<file path="config.mk">
export PLATFORM = sky130hd
export DESIGN_NAME = seg_scan_driver
export DESIGN_NICKNAME = d
export VERILOG_FILES = /design/src/rtl/seg_pkg.sv /design/src/rtl/bcd_double_dabble.sv /design/src/rtl/seg_scan_driver.sv
export SDC_FILE = /design/constraint.sdc
export NUM_CORES = 1
export LEC_CHECK = 0
export ABC_AREA = 1
export ABC_CLOCK_PERIOD_IN_PS = 6750
export BUFFER_PORTS_ARGS = -buffer_cell sky130_fd_sc_hd__buf_4
export CORE_UTILIZATION = 55
export CTS_BUF_LIST = sky130_fd_sc_hd__clkbuf_8 sky130_fd_sc_hd__clkbuf_16
export DETAILED_ROUTE_END_ITERATION = 8
export HOLD_SLACK_MARGIN = 0.08
export PLACE_DENSITY = 0.74
export SYNTH_ARGS = -nofsm -noshare
export SYNTH_HDL_FRONTEND = slang
export SYNTH_SLANG_ARGS = --single-unit
</file>
<file path="constraint.sdc">
create_clock -name clk -period 6.75 [get_ports clk]
set_input_delay 1.0125 -clock clk [delete_from_list [all_inputs] [get_ports clk]]
set_output_delay 1.0125 -clock clk [all_outputs]
set_load 0.02 [all_outputs]
</file>
<file path="src/rtl/seg_pkg.sv">
// Shared display definitions: segment encoding, display constants and the converter FSM states.
package seg_pkg;

  localparam logic [7:0] SEG_BLANK = 8'hFF;
  localparam logic [7:0] SEG_DASH  = 8'hBF;

  typedef enum logic [1:0] {
    IDLE,
    CONVERT,
    LOAD
  } state_t;

  // Active-low {dp,g,f,e,d,c,b,a}, dp off; A..F decode as hex letters.
  function automatic logic [7:0] seg_encode(input logic [3:0] d);
    logic [7:0] s;
    case (d)
      4'h0: s = 8'hC0;
      4'h1: s = 8'hF9;
      4'h2: s = 8'hA4;
      4'h3: s = 8'hB0;
      4'h4: s = 8'h99;
      4'h5: s = 8'h92;
      4'h6: s = 8'h82;
      4'h7: s = 8'hF8;
      4'h8: s = 8'h80;
      4'h9: s = 8'h90;
      4'hA: s = 8'h88;
      4'hB: s = 8'h83;
      4'hC: s = 8'hC6;
      4'hD: s = 8'hA1;
      4'hE: s = 8'h86;
      4'hF: s = 8'h8E;
    endcase
    return s;
  endfunction

  function automatic longint unsigned pow10(input int unsigned n);
    longint unsigned r;
    r = 64'd1;
    for (int unsigned i = 0; i < n; i++) begin
      r = r * 64'd10;
    end
    return r;
  endfunction

endpackage

</file>
<file path="src/rtl/bcd_double_dabble.sv">
// Sequential binary-to-BCD converter, one shift-and-add-3 step per clock for WIDTH clocks.
module bcd_double_dabble #(
  parameter int unsigned WIDTH  = 10,
  parameter int unsigned DIGITS = 3
) (
  input  logic                  clk,
  input  logic                  reset,
  input  logic                  start,
  input  logic [WIDTH-1:0]      bin,
  output logic                  done,
  output logic [4*DIGITS-1:0]   bcd
);

  localparam int unsigned SrW  = 4 * DIGITS + WIDTH;
  localparam int unsigned CntW = $clog2(WIDTH + 1);

  logic [SrW-1:0]  sr_q, sr_d, adj;
  logic [CntW-1:0] cnt_q, cnt_d;
  logic            run_q, run_d;

  // done marks the cycle of the final step; bcd holds the result from the next cycle on.
  assign done = run_q && (cnt_q == CntW'(WIDTH - 1));
  assign bcd  = sr_q[SrW-1 -: 4*DIGITS];

  always_comb begin
    adj = sr_q;
    for (int i = 0; i < int'(DIGITS); i++) begin
      if (sr_q[WIDTH+4*i +: 4] >= 4'd5) begin
        adj[WIDTH+4*i +: 4] = sr_q[WIDTH+4*i +: 4] + 4'd3;
      end
    end
  end

  always_comb begin
    sr_d  = sr_q;
    cnt_d = cnt_q;
    run_d = run_q;
    if (start) begin
      sr_d  = SrW'(bin);
      cnt_d = '0;
      run_d = 1'b1;
    end else if (run_q) begin
      sr_d  = {adj[SrW-2:0], 1'b0};
      cnt_d = cnt_q + CntW'(1);
      if (done) begin
        run_d = 1'b0;
      end
    end
  end

  always_ff @(posedge clk or posedge reset) begin
    if (reset) begin
      sr_q  <= '0;
      cnt_q <= '0;
      run_q <= 1'b0;
    end else begin
      sr_q  <= sr_d;
      cnt_q <= cnt_d;
      run_q <= run_d;
    end
  end

endmodule

</file>
<file path="src/rtl/seg_scan_driver.sv">
// Calculator display back-end: value handshake, BCD conversion, multiplexed 7-segment scan.
// Optional leading-zero blanking is enabled by defining SEG_LEADING_ZERO_BLANK_EN.
module seg_scan_driver
  import seg_pkg::*;
#(
  parameter int unsigned CLK_HZ     = 100000000,
  parameter int unsigned REFRESH_HZ = 1000,
  parameter int unsigned NUM_DIGITS = 3,
  parameter int unsigned VALUE_W    = 10
) (
  input  logic                  clk,
  input  logic                  reset,
  input  logic [VALUE_W-1:0]    value_in,
  input  logic                  value_valid,
  output logic                  value_ready,
  input  logic [NUM_DIGITS-1:0] dp_mask,
  output logic [NUM_DIGITS-1:0] an_out,
  output logic [7:0]            sg_out,
  output logic                  busy
);

  localparam int unsigned TICKS          = CLK_HZ / REFRESH_HZ;
  localparam int unsigned TickW          = (TICKS > 1) ? $clog2(TICKS) : 1;
  localparam int unsigned IdxW           = (NUM_DIGITS > 1) ? $clog2(NUM_DIGITS) : 1;
  localparam longint unsigned MAX_DISP   = pow10(NUM_DIGITS) - 64'd1;

  state_t state_q, state_d;
  logic   ovf_q, ovf_d;
  logic   start;
  logic   conv_done;
  logic [4*NUM_DIGITS-1:0] conv_bcd;

  logic [NUM_DIGITS-1:0][3:0] disp_q;
  logic                       disp_ovf_q;

  logic [TickW-1:0]      tick_q;
  logic [IdxW-1:0]       idx_q;
  logic [NUM_DIGITS-1:0] blank;
  logic [NUM_DIGITS-1:0] an_nxt;
  logic [7:0]            sg_nxt;

  assign value_ready = (state_q == IDLE);
  assign busy        = ~value_ready;

  bcd_double_dabble #(
    .WIDTH  (VALUE_W),
    .DIGITS (NUM_DIGITS)
  ) u_dd (
    .clk   (clk),
    .reset (reset),
    .start (start),
    .bin   (value_in),
    .done  (conv_done),
    .bcd   (conv_bcd)
  );

  always_comb begin
    state_d = state_q;
    ovf_d   = ovf_q;
    start   = 1'b0;
    case (state_q)
      IDLE: begin
        if (value_valid) begin
          if (64'(value_in) > MAX_DISP) begin
            ovf_d   = 1'b1;
            state_d = LOAD;
          end else begin
            ovf_d   = 1'b0;
            start   = 1'b1;
            state_d = CONVERT;
          end
        end
      end
      CONVERT: begin
        if (conv_done) begin
          state_d = LOAD;
        end
      end
      LOAD:    state_d = IDLE;
      default: state_d = IDLE;
    endcase
  end

  always_ff @(posedge clk or posedge reset) begin
    if (reset) begin
      state_q <= IDLE;
      ovf_q   <= 1'b0;
    end else begin
      state_q <= state_d;
      ovf_q   <= ovf_d;
    end
  end

  // The display only changes in LOAD, so the old value stays up during conversion.
  always_ff @(posedge clk or posedge reset) begin
    if (reset) begin
      disp_q     <= '0;
      disp_ovf_q <= 1'b0;
    end else if (state_q == LOAD) begin
      disp_ovf_q <= ovf_q;
      disp_q     <= ovf_q ? '0 : conv_bcd;
    end
  end

  always_ff @(posedge clk or posedge reset) begin
    if (reset) begin
      tick_q <= '0;
      idx_q  <= '0;
    end else if (tick_q == TickW'(TICKS - 1)) begin
      tick_q <= '0;
      idx_q  <= (idx_q == IdxW'(NUM_DIGITS - 1)) ? '0 : idx_q + IdxW'(1);
    end else begin
      tick_q <= tick_q + TickW'(1);
    end
  end

`ifdef SEG_LEADING_ZERO_BLANK_EN
  logic zero_run;

  always_comb begin
    blank    = '0;
    zero_run = 1'b1;
    for (int i = int'(NUM_DIGITS) - 1; i >= 1; i--) begin
      zero_run = zero_run & (disp_q[i] == 4'd0);
      blank[i] = zero_run;
    end
  end
`else
  assign blank = '0;
`endif

  always_comb begin
    an_nxt = ~(NUM_DIGITS'(1) << idx_q);
    if (disp_ovf_q) begin
      sg_nxt = SEG_DASH;
    end else if (blank[idx_q]) begin
      sg_nxt = SEG_BLANK;
    end else begin
      sg_nxt = seg_encode(disp_q[idx_q]);
    end
    if (dp_mask[idx_q]) begin
      sg_nxt[7] = 1'b0;
    end
  end

  always_ff @(posedge clk or posedge reset) begin
    if (reset) begin
      an_out <= '1;
      sg_out <= SEG_BLANK;
    end else begin
      an_out <= an_nxt;
      sg_out <= sg_nxt;
    end
  end

endmodule

</file>
# [After elaboration in Yosys (flattened, before gate mapping)]
# Memory sizes are Yosys's and may differ from the RTL's.
# Cells that the tools add are included.
[word_totals] ff_bits=73 rom_bits=112 inputBits=16 out_inout_bits=13 memories=1
[classes] addsub=6 magnitude_cmp=5 n_eq_ne=7 n_shift=1 mux=30 bitwise_logic=2 n_reduce_logical=5
[mem_list] name="(name not given)" words=16 width=7 rd=1 rd_ports_with_merged_regs=0 write_ports=0 line_no="seg_pkg.sv:16" rtl="case (d)"
[op_table] cell="2-to-1 mux 22 bit" count=2
[op_table] cell="2-to-1 mux 4 bit" count=5
[op_table] cell="adder 17 x 1 -> 17 bit (second input constant)" count=1
[op_table] cell="equality test 17 bit (second input constant)" count=1
[op_table] cell="2-to-1 mux 17 bit" count=1
[op_table] cell="2-to-1 mux 8 bit" count=2
[op_table] cell=">= comparator 4 x 3 -> 1 bit (second input constant)" count=3
[op_table] cell="2-to-1 mux 12 bit" count=1
[op_table] cell="> comparator 10 bit (second input constant)" count=1
[op_table] cell="2-to-1 mux 1 bit" count=10
[op_table] cell="adder 4 x 2 -> 4 bit (second input constant)" count=2
[op_table] cell="binary-select mux 4 bit (select 2 bit)" count=1
[op_table] cell="2-to-1 mux 2 bit" count=4
[op_table] cell="adder 4 x 1 -> 4 bit (second input constant)" count=1
[op_table] cell="binary-select mux 1 bit (select 2 bit)" count=2
[op_table] cell="equality test 2 bit (second input constant)" count=2
[op_table] cell="equality test 4 bit (second input constant)" count=1
[op_table] cell="inequality test 2 bit (second input constant)" count=2
[op_table] cell="one-hot mux 2 bit (2 select lines)" count=1
[op_table] cell="AND reduction 2 bit" count=2
[op_table] cell="adder 3 x 2 -> 3 bit (second input constant)" count=1
[op_table] cell="less-than comparator 2 x 3 -> 1 bit (second input constant)" count=1
[op_table] cell="2-to-1 mux 3 bit" count=1
[op_table] cell="NOT 3 bit" count=1
[op_table] cell="other kinds (7)" count=7

# [Logic depth before layout (Yosys ltp)]
# An unclocked memory read counts as a cell.
[logic_depth] ltp_word=6 ltp_mapped=11

# [Hierarchy]
# A second synthesis with hierarchy kept.
[hier_totals] cells_unflattened=452 hier_area_um2=3752.3
[modules_own_cells] module="seg_scan_driver" n_inst=1 cells_each=270 area_each_um2=2298.5 seq_area_each_um2=1164.9
[modules_own_cells] module="bcd_double_dabble" n_inst=1 cells_each=182 area_each_um2=1453.9 seq_area_each_um2=675.6

# [Least setup slack after synthesis]
# OpenSTA, ideal clock, no wires.
[synth_path] kind="reg2out" start="register state_q[1]" end="output port value_ready" t_arrival_ns=0.807 required_ns=5.738 slack_ns=4.930 path_stages_with_launch=4 cell_sequence="dfrtp_1 -> inv_1 -> nand2_1 -> inv_1"
[synth_via] elab_chain_len=1
[synth_lines] item="from (decl)" line_no="seg_scan_driver.sv:27" rtl="state_t state_q, state_d;"
[synth_lines] item="from (signal assigned)" line_no="seg_scan_driver.sv:89" rtl="state_q <= state_d;"
[synth_lines] item="logical NOT 2 bit" line_no="seg_scan_driver.sv:42" rtl="assign value_ready = (state_q == IDLE);"
[synth_lines] item="to (decl)" line_no="seg_scan_driver.sv:15" rtl="output logic value_ready,"
# No other way between the ends.

# [Final worst setup path]
[layout_path] start="input port value_valid" end="register u_dd.cnt_q[0]"
[layout_via] elab_chain_len=3 word_cells_on_any_way=4
[layout_lines] item="from (decl)" line_no="seg_scan_driver.sv:14" rtl="input logic value_valid,"
[layout_lines] item="2-to-1 mux 1 bit *" line_no="seg_scan_driver.sv:63" rtl="if (value_valid) begin"
[layout_lines] item="2-to-1 mux 1 bit *" line_no="seg_scan_driver.sv:61" rtl="case (state_q)"
[layout_lines] item="2-to-1 mux 4 bit or nonzero test 2 bit (tied branches)"
[layout_lines] item="to (signal assigned)" line_no="bcd_double_dabble.sv:58" rtl="cnt_q <= cnt_d;"
[layout_lines] item="to (decl)" line_no="bcd_double_dabble.sv:18" rtl="logic [CntW-1:0] cnt_q, cnt_d;"
# Mark *: on every way between the ends. The rest lies on a longest branch, timed or not.
# A chain may end at the register's enable or synchronous reset.

==> results.md <==
* Placed cell count at 561
* Leak pwr at 0.00208 uW
* Initial drt markers at 111
* Pin count of the biggest net entering global routing at 49
* Final period demand of the worst path at 2.97 ns
* R2r endpoint: u_dd.cnt_q[0]
* Cell depth of the worst setup path at 6
* Yosys Warn Count at 0
* Worst vdd ir at 0.258 mV
* Rows at 29
* Number of I/O pins at 29
* Max incr delay on CP at 0.88 ns
* CP Capture Type: flop
* Layout cells sized above 1 at 14.0%
* CP Cell Sequence: buf_4, inv_1, nor2_1, nand2_1, nand2_2, mux2i_1
* IO buf count at 28
* Post-layout net count at 526
* Initial antenna violation count at 0
* Async set-or-reset flop fraction in the synthesized netlist at 100%
* Maximum clock path buffer count at 2
* CP Class: input pin to flop
* DIE WIDTH at 85.1 microns
* Die height at 85.1 microns
* Mapped cell area at 0.00380 sq mm
* Ys flop type: dfrtp_1
* Number of max-cap violations at 0
* Vias in the first global route at 2873
* #FFs+latches synth at 73
* FILL cells at 583
* Setup TNS at 0 ns
* Via density at 5.35
* CP endpoint: u_dd.cnt_q[0]
* Cts repair resizes at 0
* Hold Path Class: flop to flop
* Number of distinct library cells after synthesis at 31
* Critical Path Source Type: input pin
* Most common cell after layout, fill and taps aside: nand3_1
* GP Congestion at 0.855
* Total global routing overflow at 0
* Sequential area share after synthesis at 48.4%
* Dpl cell area at 0.00405 sq mm
* CP Launch Point: value_valid
* Root buffer cell: clkbuf_8
* Max FO, Critical Path at 40
* Hold WS at 0.457 ns
* Slew @ Worst Pin at 1.18 ns
* Post-synth net total at 498
* Overall routing resource usage at 22.5%
* DRC at 0
* Sink Count at 73
* Flop-to-flop setup slack at 3.99 ns
* Total CTS buffers at 9
* FF-to-FF path depth at 6
* Final hold viol count at 0
* Die ar. at 0.00725 sq mm
* Pre-antenna DRT Iters at 4
* Max Fclk at 0.337 GHz
* Routed Wire Length at 7280 microns
* ANT cells at 0
* CTS tree: built
* Design Area, Final at 0.00424 sq mm
* First-pass GRT wire length at 12900 microns
* Post-CTS Setup Repair Bufs at 0
* Final slew viol count at 0
* Status: finished, final reports clean
* Post-Route Skew at 0.00646 ns
* Cells after Synth at 467
* Worst-Skew Late Latency at 0.34 ns
* Worst EP arrival at 3.17 ns
* Slowest cell on the critical path: nand2_1
* Final Setup Violations at 0
* Hpwl dp at 5290 microns
* Final ANT Viol Nets at 0
* Area grow syn2layout at 11.6%
* DR WL/cell at 12.6 microns
* Starting Density at 58.5%
* EDFF count, synth at 0
* Final Non-Filler Cells at 577
* Htree depth at 3
* Via count at 3088
* Fin crit share at 44.0%
* Total power divided by cell area at 376 mW/mm^2
* Reg clk slew, reported paths at 0.07 ns
* Most frequent cells in the layout: 89 x nand3_1, 87 x nand2_1, 62 x dfrtp_1, 59 x inv_1, 39 x nor2_1
* CP required at 6.95 ns
* Tot Pwr at 1590 uW
* Hold_buf cts at 0
* RSZ-0062 raised after global routing: no
* Slew HR at 21.4%
* Bufs and invs on worst path at 2
* CORE AREA at 0.00649 sq mm
* RR Startpoint: state_q[1]
* Worst path top cell family by delay: simple AND/OR/NAND/NOR gates
* Avg Inst Size Synth at 8.14 sq um
where the power goes:
part / switching [uW] / internal (uW) / leakage, uW / total [uW]
clock: 151 / 176 / 0.000110 / 327
combinational: 362 / 221 / 0.00105 / 584
sequential: 104 / 579 / 0.000918 / 683
total: 617 / 976 / 0.00208 / 1590
area by class of cell:
cell class	instances	area [sq um]	area share, %
Clock buffer	10	138	3.25
Clock inverter	6	51.3	1.21
Inverter	63	236	5.58
Multi-Input combinational cell	319	1660	39.2
Sequential cell	73	1840	43.4
Tap cell	77	96.3	2.27
Timing Repair Buffer	29	218	5.13
kinds of logic (layout without fill, tap and decap cells):
| kind of cell | count (synthesis) | count (layout) | synth area share [%] |
|---|---|---|---|
| compound gates | 55 | 55 | 7.87 |
| xor+xnor | 10 | 10 | 2.30 |
| fa+ha+maj | 15 | 15 | 4.94 |
| buf+inv | 75 | 108 | 7.90 |
| flops | 73 | 73 | 48.4 |
| mux | 1 | 1 | 0.263 |
| simple gates | 238 | 238 | 28.3 |
through the flow:
step	worst slack [ns]	utilization, %
2_1_floorplan	3.90	-
3_3_place_gp	3.54	62.4
3_5_place_dp	3.48	62.4
4_1_cts	3.82	65.3
5_1_grt	3.45	65.3
6_report	3.78	65.3
Yosys cell counts, types with 4 or more instances:
library cell,count,share of area [%]
nand3_1,89,12
nand4_1,7,1.2
nand3_2,4,1.1
o21bai_1,4,0.79
dfstp_2,11,7.6
inv_1,57,5.6
nor2_2,4,0.66
nor2_1,39,3.9
xor2_1,9,2.1
o21ai_1,10,1.3
nand2_1,87,8.6
inv_2,5,0.49
clkbuf_1,4,0.39
dfrtp_1,62,41
ha_1,15,4.9
a21oi_1,8,1.1
o21ai_0,27,3.6
buf_2,6,0.79
sequential cells by signal, indices dropped and copies added (netlist names):
register / count
u_dd.sr_q: 22
idx_q: 2
u_dd.cnt_q: 4
ovf_q: 1
state_q: 2
disp_q: 12
tick_q: 17
u_dd.run_q: 1
disp_ovf_q: 1
sg_out: 8
an_out: 3
worst min path at each step:
stage | slack [ns] | from | cells past startpoint | to
floorplan | 0.43 | tick_q[0] | 1 | tick_q[0]
global placement | 0.45 | tick_q[0] | 1 | tick_q[0]
detailed placement | 0.45 | state_q[1] | 1 | state_q[0]
CTS | 0.46 | tick_q[0] | 1 | tick_q[0]
global route | 0.48 | tick_q[0] | 1 | tick_q[0]
finish | 0.46 | tick_q[0] | 1 | tick_q[0]
routing by layer:
| layer | global-route usage, % | up-vias | wire (microns) |
|---|---|---|---|
| li1 | - | 1582 | - |
| met1 | 29.4 | 1436 | 3360 |
| met3 | 3.31 | 11 | 266 |
| met4 | 9.71 | 0 | 108 |
| met2 | 37.7 | 59 | 3550 |
| met5 | 0 | - | 0 |
worst reg2reg max path, cell delays in order, from the launching register on:
cell	delay, ns
dfrtp_1	0.38
inv_1	0.11
nand2_1	0.10
nor2_1	0.53
nand2_1	0.88
nand2_2	0.50
mux2i_1	0.14
(Power assumes the default switching activity.)
